### config.mk
export PLATFORM = sky130hd
export DESIGN_NAME = ed_mean_reader
export DESIGN_NICKNAME = d
export VERILOG_FILES = /design/src/rtl/ed_mean_reader.sv
export SDC_FILE = /design/constraint.sdc
export NUM_CORES = 1
export LEC_CHECK = 0
export CAP_MARGIN = 40
export CORE_ASPECT_RATIO = 0.8
export CORE_MARGIN = 4
export CORE_UTILIZATION = 45
export DETAILED_ROUTE_END_ITERATION = 6
export GPL_ROUTABILITY_DRIVEN = 0
export PLACE_DENSITY = 0.76
export REMOVE_ABC_BUFFERS = 1
export SYNTH_ARGS = -nofsm -noshare
export SYNTH_HDL_FRONTEND = slang
export SYNTH_SLANG_ARGS = --single-unit
### constraint.sdc
create_clock -name clk -period 1.95 [get_ports clk]
set_clock_uncertainty 0.15 [all_clocks]
set_input_delay 0.4875 -clock clk [delete_from_list [all_inputs] [get_ports clk]]
set_output_delay 0.4875 -clock clk [all_outputs]
set_load 0.01 [all_outputs]
### src/rtl/ed_mean_reader.sv
// Measurement controller for the error-distance accumulator: runs one round of ROUND samples,
// latches the sum, and divides it by ROUND with a bit-serial restoring divider.
module ed_mean_reader #(
    parameter int unsigned ROUND     = 102400,
    parameter int unsigned ACC_WIDTH = 148,
    parameter int unsigned CNT_WIDTH = 17
) (
    input  logic                 clk,
    input  logic                 reset,
    input  logic                 start,
    input  logic                 sample_valid,
    input  logic [ACC_WIDTH-1:0] acc_in,
    output logic                 acc_clr,
    output logic                 busy,
    output logic                 done_valid,
    input  logic                 done_ready,
    output logic [ACC_WIDTH-1:0] mean_out,
    output logic [CNT_WIDTH-1:0] rem_out,
    output logic [ACC_WIDTH-1:0] total_out
);

    localparam int unsigned          SW        = $clog2(ACC_WIDTH + 1);
    localparam logic [CNT_WIDTH:0]   DIVISOR   = (CNT_WIDTH + 1)'(ROUND);
    localparam logic [CNT_WIDTH-1:0] LAST_CNT  = CNT_WIDTH'(ROUND - 1);
    localparam logic [SW-1:0]        LAST_STEP = SW'(ACC_WIDTH - 1);

    typedef enum logic [2:0] {
        S_IDLE,
        S_CLEAR,
        S_COLLECT,
        S_SETTLE,
        S_DIVIDE,
        S_HOLD
    } state_e;

    state_e                 state_q;
    logic [CNT_WIDTH-1:0]   cnt_q;
    logic [SW-1:0]          step_q;
    logic [ACC_WIDTH-1:0]   dvd_q;
    logic [CNT_WIDTH-1:0]   part_q;
    logic                   acc_clr_q;
    logic                   busy_q;
    logic                   done_valid_q;
    logic [ACC_WIDTH-1:0]   mean_q;
    logic [CNT_WIDTH-1:0]   rem_q;
    logic [ACC_WIDTH-1:0]   total_q;

    logic [CNT_WIDTH:0]     shift_d;
    logic                   qbit_d;
    logic [CNT_WIDTH-1:0]   part_d;
    logic [ACC_WIDTH-1:0]   dvd_d;

    // The stored remainder is always < ROUND, so it fits CNT_WIDTH bits; only the
    // shifted value needs the extra bit. Quotient bits shift into the dividend register.
    always_comb begin
        shift_d = {part_q, dvd_q[ACC_WIDTH-1]};
        qbit_d  = (shift_d >= DIVISOR);
        part_d  = qbit_d ? CNT_WIDTH'(shift_d - DIVISOR) : CNT_WIDTH'(shift_d);
        dvd_d   = {dvd_q[ACC_WIDTH-2:0], qbit_d};
    end

    always_ff @(posedge clk or negedge reset) begin
        if (!reset) begin
            state_q      <= S_IDLE;
            cnt_q        <= '0;
            step_q       <= '0;
            dvd_q        <= '0;
            part_q       <= '0;
            acc_clr_q    <= 1'b0;
            busy_q       <= 1'b0;
            done_valid_q <= 1'b0;
            mean_q       <= '0;
            rem_q        <= '0;
            total_q      <= '0;
        end else begin
            acc_clr_q <= 1'b0;
            unique case (state_q)
                S_IDLE: begin
                    if (start) begin
                        state_q   <= S_CLEAR;
                        acc_clr_q <= 1'b1;
                        busy_q    <= 1'b1;
                    end
                end
                S_CLEAR: begin
                    cnt_q   <= '0;
                    state_q <= S_COLLECT;
                end
                S_COLLECT: begin
                    if (sample_valid) begin
                        cnt_q <= cnt_q + 1'b1;
                        if (cnt_q == LAST_CNT) state_q <= S_SETTLE;
                    end
                end
                S_SETTLE: begin
                    total_q <= acc_in;
                    dvd_q   <= acc_in;
                    part_q  <= '0;
                    step_q  <= '0;
                    state_q <= S_DIVIDE;
                end
                S_DIVIDE: begin
                    dvd_q  <= dvd_d;
                    part_q <= part_d;
                    step_q <= step_q + 1'b1;
                    if (step_q == LAST_STEP) begin
                        mean_q       <= dvd_d;
                        rem_q        <= part_d;
                        done_valid_q <= 1'b1;
                        state_q      <= S_HOLD;
                    end
                end
                S_HOLD: begin
                    if (done_ready) begin
                        done_valid_q <= 1'b0;
                        busy_q       <= 1'b0;
                        state_q      <= S_IDLE;
                    end
                end
                default: state_q <= S_IDLE;
            endcase
        end
    end

    assign acc_clr    = acc_clr_q;
    assign busy       = busy_q;
    assign done_valid = done_valid_q;
    assign mean_out   = mean_q;
    assign rem_out    = rem_q;
    assign total_out  = total_q;

endmodule

==> results.md, run 1 <==
* Outcome: finished with violations
* Req. time, crit path at 2.24 ns
* Cell Rows at 68
* Clock latency on the worst-skew pair at 0.57 ns
* CP most frequent cell: buf_12
* Maximum VDD drop at 828 uV
* Via Count at 15480
* Port buffer count at 468
* Clock transition at the registers of the reported paths at 0.06 ns
* PwrDens at 1330 nW/um2
* Fmax at 0.485 GHz
* Die height at 195 um
* Synth Flop Type: dfrtp_1
* R2R Setup Slk at -0.11 ns
* GRT Util Overall at 24.3%
* Synth-to-Final Area Change at 41.0%
* Critical Path Sink Type: register
* Max FO, Critical Path at 21
* Max-cap viol count at 0
* Cells along the critical path: ha_2 -> nand4b_1 -> nor4_2 -> buf_4 -> buf_12 -> nand2_8 -> buf_12 -> mux2_1
* Via density per instance at 5.21
* Final std cells w/o fill at 2974
* Post-DRT Antenna Nets at 0
* CP Data Arrival Time at 2.35 ns
* CP max stage cell: dfrtp_1
* Final setup violating endpoints at 150
* Average size of a mapped cell at 10.8 um2
* Post-synthesis cell area at 19700 um2
* Period Utilization, post-route at 106%
* Period minus WS final at 2.06 ns
* Max Root-Sink Buffers at 3
* RSZ-0062 raised after global routing: true
* # IOs at 469
* Simple-Gate Fraction of Synth Area at 20.4%
* Gr ovfl total at 0
* Number of H-tree levels at 2
* TritonCTS clock tree: done
* Fraction of registers with async set/reset at 100%
* DP HPWL at 40600 um
* Worst-case reg-to-reg path depth at 8
* Largest family of logic cells by synthesized area: simple AND/OR/NAND/NOR gates
* Setup CP Type: register to register
* Worst Tran Pin Value at 0.575 ns
* Yosys cell types at 46
* Vias in the first global route at 16360
* Yosys top cell by area: dfrtp_1
* Type of origin of the critical path: register
* CTS Buf Count at 50
* Setup ws final at -0.112 ns
* Synth warn at 0
* Post-Synth Adder-Cell Area at 0.254%
* Yosys reg bits at 509
* Setup Total Neg Slack at -9.82 ns
* Critical path's largest stage delay at 0.37 ns
* Leak at 15.0 nW
* Detailed Routing Iterations Pass 1 at 5
* Reg2reg start: step_q[0]
* Starting Density at 45.6%
* Fillcell total at 3369
* Layout cells sized above 1 at 13.4%
* Worst flop-to-flop path endpoint: mean_out[134]
* Post-synth EDFFs at 0
* WP buf/inv at 3
* Crit path depth at 8
* Ranking of synthesized cells by area: dfrtp_1, nand2_1, mux2_1, nand3_1, mux2_2
* Largest net degree at the start of global routing at 74
* Post-Route WL at 57900 um
* Compound-Gate Fraction of Synth Area at 1.98%
* Slew headroom at 61.7%
* Tot Pwr at 36.8 mW
* Drt wl/cell at 19.5 um
* Hold WC Path Type: input pin to async pin
* Initial antenna violation count at 3
* Post-Synth XOR/XNOR Area at 0.801%
* Synthesized instance count at 1829
* Failing checks: setup timing
* Pre-CTS WS at -0.478 ns
* Drt initial violations at 982
* Yosys top cell area share at 64.8%
* Family with the most delay on the worst path: buffers and inverters
* Post-synthesis sequential area ratio at 64.8%
* Slew Limit Fails at 0
* Clk root buf: clkbuf_16
* Die Area at 47100 um2
* Dpl cells at 2860
* Final hold violation count at 0
* Die X at 242 um
* Post-synthesis mux area share at 9.27%
* DRC at 0
* First-pass GRT wire length at 91800 um
* # clock sinks at 509
* CORE AREA at 43100 um2
* Nets@finish at 2533
## Yosys cell counts (2+ instances only)
cell type / number
buf_2: 47
nor3b_1: 2
xnor2_1: 6
dfrtp_1: 509
ha_1: 4
nand2b_1: 3
nand2_1: 764
nor4_1: 3
mux2_2: 70
nor3_1: 2
mux2_1: 91
nand4_1: 11
buf_6: 9
o21ai_0: 20
a211oi_1: 2
inv_1: 7
xor2_1: 12
o22ai_1: 2
and3_1: 2
and4_1: 3
nor2_1: 25
a21oi_1: 8
clkbuf_1: 34
a22o_1: 14
nand3_1: 158
## area by class of cell
class / count / area, um2 / area share (%)
Antenna cell: 1 / 2.50 / 0.00902
Sequential cell: 509 / 12700 / 45.9
Clock inverter: 23 / 400 / 1.44
Tap cell: 560 / 701 / 2.53
Clock buffer: 66 / 1450 / 5.21
Timing Repair Buffer: 586 / 5770 / 20.8
Inverter: 8 / 30.0 / 0.108
Multi-Input combinational cell: 1221 / 6640 / 24.0
## cells in the final DEF (no fill, tap or decap), types with 14 or more instances in the layout
master and n:
buf_12 32, dfrtp_1 507, buf_4 76, nor2_1 24, o21ai_0 18, clkbuf_16 53, a22o_1 14, clkdlybuf4s50_1 151
nand2_1 763, clkdlybuf4s15_1 29, mux2_4 27, mux2_1 64, mux2_2 70, dlygate4sd2_1 284, nand3_1 158
## routing by layer
metal | vias up | track usage [%] | wire, um
met3 | 113 | 6.88 | 4440
li1 | 7081 | - | -
met4 | 4 | 7.41 | 1690
met1 | 7775 | 31.2 | 23700
met5 | - | 0 | 27
met2 | 507 | 40.7 | 28100
## kinds of logic (layout without fill, tap and decap cells)
kind of cell    count (synthesis)  in the layout
flops                         509            509
xor+xnor                       18             18
mux                           162            162
fa+ha+maj                       4              4
simple gates                  980            981
buf+inv                       100            683
compound gates                 56             56
other cells                     0              1
## through the flow
stage                     hold WS [ns]  instance area, um2  util (%)
after floorplan                 0.0419               19200         -
after global placement           0.214               25700      59.6
after detailed placement         0.217               25700      59.6
after CTS                        0.192               27600      64.0
after global routing             0.217               27700      64.3
final                            0.219               27700      64.3
## state kept, by name (all words and copies together) (netlist names)
name / count
acc_clr: 1
total_out: 148
dvd_q: 148
done_valid: 1
busy: 1
part_q: 17
rem_out: 17
cnt_q: 17
mean_out: 148
step_q: 8
state_q: 3
## how the worst max path moves through the flow
| stage | startpoint | end |
|---|---|---|
| after floorplan | state_q[1] | part_q[13] |
| after global routing | step_q[0] | mean_out[109] |
| after detailed placement | sample_valid | cnt_q[6] |
| after CTS | step_q[0] | mean_out[110] |
| final | step_q[0] | mean_out[134] |
| after global placement | sample_valid | cnt_q[6] |
## timing repair
| item | 4_1_cts | 5_1_grt |
|---|---|---|
| endpoints found under the setup margin | 499 | 271 |
| gates resized for setup | 364 | 38 |
| gates cloned | 6 | 0 |
| hold endpoints to repair | 147 | 0 |
| pin swaps | 1 | 3 |
| setup buffers | 8 | 9 |
| hold buffers | 1 | 0 |
## where the power goes
part           internal [mW]  switching [mW]
Combinational           4.32            5.95
Sequential              13.7            2.12
Clock                   6.65            4.10
Total                   24.6            12.2
Note: power is estimated with default switching activity, not from simulation.
==> inputs of run 2 (changes only) <==
- CORE_ASPECT_RATIO: 0.8 -> 1.75
==> results.md, run 2 (synthesized netlist as in run 1, its figures left out) <==
* Outcome: finished with violations (unchanged)
* Failing checks: setup timing (unchanged)
* Worst Tran Pin Value at 0.480 ns (was 0.575 ns)
* Maximum VDD drop at 983 uV (was 828 uV)
* CP Data Arrival Time at 2.36 ns (was 2.35 ns)
* Die Area at 47300 um2 (was 47100 um2)
* Post-DRT Antenna Nets at 0 (unchanged)
* PwrDens at 1290 nW/um2 (was 1330 nW/um2)
* Slew Limit Fails at 0 (unchanged)
* Number of H-tree levels at 2 (unchanged)
* Final Cell Area at 27800 um2 (was 27700 um2)
* Setup CP Type: register to register (unchanged)
* Die X at 166 um (was 242 um)
* Period Utilization, post-route at 106% (about the same)
* Via Count at 15676 (was 15480)
* R2R Setup Slk at -0.13 ns (was -0.11 ns)
* Drt initial violations at 991 (was 982)
* GRT Util Overall at 24.1% (was 24.3%)
* Largest net degree at the start of global routing at 85 (was 74)
* Final setup violating endpoints at 157 (was 150)
* Max FO, Critical Path at 21 (unchanged)
* Starting Density at 45.4% (was 45.6%)
* Worst flop-to-flop path endpoint: mean_out[56] (was mean_out[134])
* Most frequent cells in the layout: nand2_1, dfrtp_1, dlygate4sd2_1 (unchanged)
* Nets@finish at 2540 (was 2533)
* Type of origin of the critical path: register (unchanged)
* Req. time, crit path at 2.23 ns (was 2.24 ns)
* Via density per instance at 5.25 (was 5.21)
* Most common cell after layout, fill and taps aside: nand2_1 (unchanged)
* Synth-to-Final Area Change at 41.3% (was 41.0%)
* Initial antenna violation count at 4 (was 3)
* Clock transition at the registers of the reported paths at 0.07 ns (was 0.06 ns)
* Final hold violation count at 0 (unchanged)
* Cell Rows at 101 (was 68)
* Critical Path Sink Type: register (unchanged)
* Gr ovfl total at 0 (unchanged)
* Reg2reg start: step_q[0] (unchanged)
* CORE AREA at 43300 um2 (was 43100 um2)
* # IOs at 469 (unchanged)
* Port buffer count at 468 (unchanged)
* Setup ws final at -0.126 ns (was -0.112 ns)
* First-pass GRT wire length at 91800 um (about the same)
* Fmax at 0.482 GHz (was 0.485 GHz)
* Layout cells sized above 1 at 14.9% (was 13.4%)
* Leak at 15.2 nW (was 15.0 nW)
* Drt wl/cell at 20.2 um (was 19.5 um)
* Hold WC Path Type: input pin to async pin (unchanged)
* Max Root-Sink Buffers at 3 (unchanged)
* Max-cap viol count at 0 (unchanged)
* Vias in the first global route at 16420 (was 16360)
* Clk root buf: clkbuf_16 (unchanged)
* DP Area at 25700 um2 (about the same)
* CTS Buf Count at 46 (was 50)
* DP HPWL at 42100 um (was 40600 um)
* # clock sinks at 509 (unchanged)
* Period minus WS final at 2.08 ns (was 2.06 ns)
* Slew headroom at 68.0% (was 61.7%)
* RSZ-0062 raised after global routing: true (unchanged)
* Detailed Routing Iterations Pass 1 at 5 (unchanged)
* TritonCTS clock tree: done (unchanged)
* WHS at 0.261 ns (was 0.219 ns)
* Clock latency on the worst-skew pair at 0.55 ns (was 0.57 ns)
* Setup Total Neg Slack at -10.41 ns (was -9.82 ns)
* Die height at 285 um (was 195 um)
* Worst-case reg-to-reg path depth at 8 (unchanged)
* Tot Pwr at 35.7 mW (was 36.8 mW)
* Post-Route WL at 60200 um (was 57900 um)
* DRC at 0 (unchanged)
[run 2: layout make-up]
| type | instances | area (um2) |
|---|---|---|
| multi-input cells | 1220 | 6800 |
| fillers | 3358 | 15600 |
| inverters | 8 | 30.0 |
| clock inverters | 17 | 194 |
| diodes | 4 | 10.0 |
| flip-flops and latches | 509 | 12700 |
| repair buffers | 598 | 5940 |
| clock buffers | 64 | 1370 |
| well taps | 566 | 708 |
[run 2: timing repair]
action	CTS	global route
resized for setup	381	52
setup endpoints to repair	485	357
hold buffers	1	0
pin swaps	6	12
setup buffers	11	17
cloned	6	5
endpoints found under the hold margin	66	0
[run 2: worst max path at each step]
| stage | from | to | slack (ns) |
|---|---|---|---|
| after floorplan | state_q[1] | part_q[13] | -10.84 |
| after global placement | sample_valid | cnt_q[11] | -0.32 |
| after detailed placement | sample_valid | cnt_q[15] | -0.42 |
| after CTS | step_q[1] | mean_out[56] | -0.09 |
| after global routing | step_q[0] | mean_out[57] | -0.23 |
| final | step_q[0] | mean_out[56] | -0.13 |
[run 2: worst max-delay path: stages (launching register included)]
cell	delay (ns)
dfrtp_1	0.37
ha_2	0.20
nand4b_1	0.14
nor4_2	0.15
buf_4	0.18
nand2_8	0.10
buf_12	0.17
buf_12	0.16
mux2_1	0.32
[run 2: layer usage]
layer | vias to the layer above | GRT usage (%) | wire (um) | share of wire [%]
met5 | - | 0 | 0 | 0
met4 | 0 | 11.7 | 3210 | 5.3
met3 | 166 | 4.29 | 3140 | 5.2
met2 | 555 | 43.2 | 32100 | 53
met1 | 7860 | 27.8 | 21800 | 36
li1 | 7095 | - | - | -
[run 2: where the power goes]
| group | internal [mW] | switching (mW) |
|---|---|---|
| clock | 5.44 | 3.93 |
| combinational | 4.49 | 6.11 |
| sequential | 13.7 | 2.11 |
[run 2: metrics by stage]
stage | util, % | worst slack, ns | std cells
2_1_floorplan | - | -10.84 | 1737
3_3_place_gp | 59.2 | -0.322 | 2864
3_5_place_dp | 59.2 | -0.419 | 2864
4_1_cts | 63.1 | -0.0885 | 2963
5_1_grt | 64.1 | -0.235 | 2985
6_report | 64.1 | -0.126 | 2986
==> inputs of run 3 (changes only) <==
- CORE_MARGIN: 4 -> 3
==> results.md, run 3 (synthesized netlist as in run 1, its figures left out) <==
* Outcome: finished with violations (unchanged)
* Failing checks: setup timing (unchanged)
* Critical path's largest stage delay at 0.36 ns (was 0.37 ns)
* Die height at 283 um (was 285 um)
* Most frequent cells in the layout: nand2_1, dfrtp_1, dlygate4sd2_1 (unchanged)
* Setup Total Neg Slack at -0.293 ns (was -10.41 ns)
* Synth-to-Final Area Change at 38.0% (was 41.3%)
* Via density per instance at 5.23 (was 5.25)
* Worst Tran Pin Value at 0.479 ns (was 0.480 ns)
* Port buffer count at 468 (unchanged)
* Die X at 164 um (was 166 um)
* Final core occ at 63.3% (was 64.1%)
* Via Count at 15447 (was 15676)
* Final Cell Area at 27100 um2 (was 27800 um2)
* Critical Path Sink Type: register (unchanged)
* DRC at 0 (unchanged)
* Fmax at 0.503 GHz (was 0.482 GHz)
* # clock sinks at 509 (unchanged)
* Type of origin of the critical path: register (unchanged)
* Max Root-Sink Buffers at 3 (unchanged)
* Die Area at 46400 um2 (was 47300 um2)
* PwrDens at 1330 nW/um2 (was 1290 nW/um2)
* TritonCTS clock tree: done (unchanged)
* First-pass GRT wire length at 88400 um (was 91800 um)
* Drt initial violations at 1001 (was 991)
* Area of the multi-input gates at 6580 um2 (was 6800 um2)
* Vias in the first global route at 15960 (was 16420)
* Max FO, Critical Path at 11 (was 21)
* Cell Rows at 100 (was 101)
* Clock latency on the worst-skew pair at 0.55 ns (about the same)
* # IOs at 469 (unchanged)
* Detailed Routing Iterations Pass 1 at 5 (unchanged)
* DP Area at 25500 um2 (was 25700 um2)
* Leak at 14.8 nW (was 15.2 nW)
* Sequential Area at 12700 um2 (about the same)
* Nets@finish at 2507 (was 2540)
* Req. time, crit path at 2.22 ns (was 2.23 ns)
* CP max stage cell: dfrtp_1 (unchanged)
* CTS Buf Count at 46 (unchanged)
* Setup CP Type: register to register (unchanged)
* Slew headroom at 68.1% (was 68.0%)
* Slew Limit Fails at 0 (unchanged)
* Period Utilization, post-route at 102% (was 106%)
* Pre-CTS WS at -0.381 ns (was -0.419 ns)
* Maximum VDD drop at 907 uV (was 983 uV)
* Starting Density at 45.8% (was 45.4%)
* Drt wl/cell at 20.2 um (about the same)
* Fillcell total at 3445 (was 3358)
* Max-cap viol count at 0 (unchanged)
* Clock transition at the registers of the reported paths at 0.07 ns (about the same)
* Hold WC Path Type: input pin to async pin (unchanged)
* Layout cells sized above 1 at 11.4% (was 14.9%)
* Cells along the critical path: ha_2 -> nand4b_1 -> nor4_2 -> buf_4 -> nand2_8 -> buf_4 -> mux2_1 (was ha_2 -> nand4b_1 -> nor4_2 -> buf_4 -> nand2_8 -> buf_12 -> buf_12 -> mux2_1)
* CP Data Arrival Time at 2.26 ns (was 2.36 ns)
* Post-DRT Antenna Nets at 0 (unchanged)
* GRT Util Overall at 24.4% (was 24.1%)
* Largest net degree at the start of global routing at 89 (was 85)
* Setup ws final at -0.0363 ns (was -0.126 ns)
* Period minus WS final at 1.99 ns (was 2.08 ns)
* CORE AREA at 42900 um2 (was 43300 um2)
* Final hold violation count at 0 (unchanged)
* Number of H-tree levels at 2 (unchanged)
* Final setup violating endpoints at 27 (was 157)
* CP most frequent cell: buf_4 (was buf_12)
* Gr ovfl total at 0 (unchanged)
* RSZ-0062 raised after global routing: true (unchanged)
* Clk root buf: clkbuf_16 (unchanged)
* Post-Route WL at 59500 um (was 60200 um)
* DP HPWL at 41500 um (was 42100 um)
* Most common cell after layout, fill and taps aside: nand2_1 (unchanged)
* Initial antenna violation count at 4 (unchanged)
==> run 3: cell count changes in the layout (fill, tap and decap cells not counted), sizes merged <==
cell           delta
clkbuf            +8
nand2             +1
clkinvlp          -1
diode             +1
dlygate4sd2       +3
clkinv            -3
clkdlybuf4s15     -3
bufinv            -1
buf              -35
==> run 3: metrics by stage <==
| stage | cells | power [mW] | hold WS [ns] |
|---|---|---|---|
| 6_report | 2951 | 36.0 | 0.233 |
| 4_1_cts | 2931 | 35.5 | 0.210 |
| 2_1_floorplan | 1737 | 20.4 | 0.0419 |
| 3_5_place_dp | 2842 | 27.0 | 0.202 |
| 5_1_grt | 2948 | 38.1 | 0.233 |
| 3_3_place_gp | 2842 | 26.5 | 0.200 |
==> run 3: what timing repair did <==
action,in CTS,in global routing
endpoints found under the setup margin,607,308
setup buffers,4,4
resized for setup,322,38
pin swaps,2,10
hold endpoints to repair,265,0
hold buffers,1,0
gates cloned,1,11
==> run 3: layout make-up <==
cell class	count	share of cell area, %
clock inverters	12	0.562
inverters	8	0.111
diodes	5	0.0461
multi-input cells	1221	24.2
flip-flops and latches	509	46.9
well taps	561	2.59
repair buffers	564	20.3
clock buffers	71	5.19
==> run 3: power by group <==
group	internal (mW)	leakage [nW]	total (mW)	switching (mW)
logic	4.64	7.39	10.9	6.29
clock network	5.39	0.767	9.33	3.95
registers	13.7	6.64	15.7	2.08
total	23.7	14.8	36.0	12.3
==> run 3: final timing paths <==
check	start	endpoint	slack, ns	depth (start not counted)
max	step_q[0]	mean_out[63]	-0.04	7
min	reset	dvd_q[6]	0.23	2
max reg2reg	step_q[0]	mean_out[63]	-0.04	7
min reg2reg	total_out[116]	total_out[116]	0.32	2
max in group asynchronous	reset	mean_out[96]	0.67	3
min in group clk	total_out[116]	total_out[116]	0.32	2
==> run 3: per-layer routing <==
metal | global-route usage (%) | vias up | part of all wire [%]
met5 | 0 | - | 0
met4 | 12.2 | 0 | 5.5
met3 | 4.28 | 150 | 5.4
met2 | 43.3 | 494 | 53
met1 | 28.3 | 7768 | 36
li1 | - | 7035 | -
==> run 3: worst max-delay path: cells and delay by family (launching register included) <==
kind                     cells  cell delay (ns)
adder cells (fa/ha/maj)      1             0.18
multiplexers                 1             0.34
buffers and inverters        2             0.42
AND/OR/NAND/NOR              3             0.40
flip-flops                   1             0.36
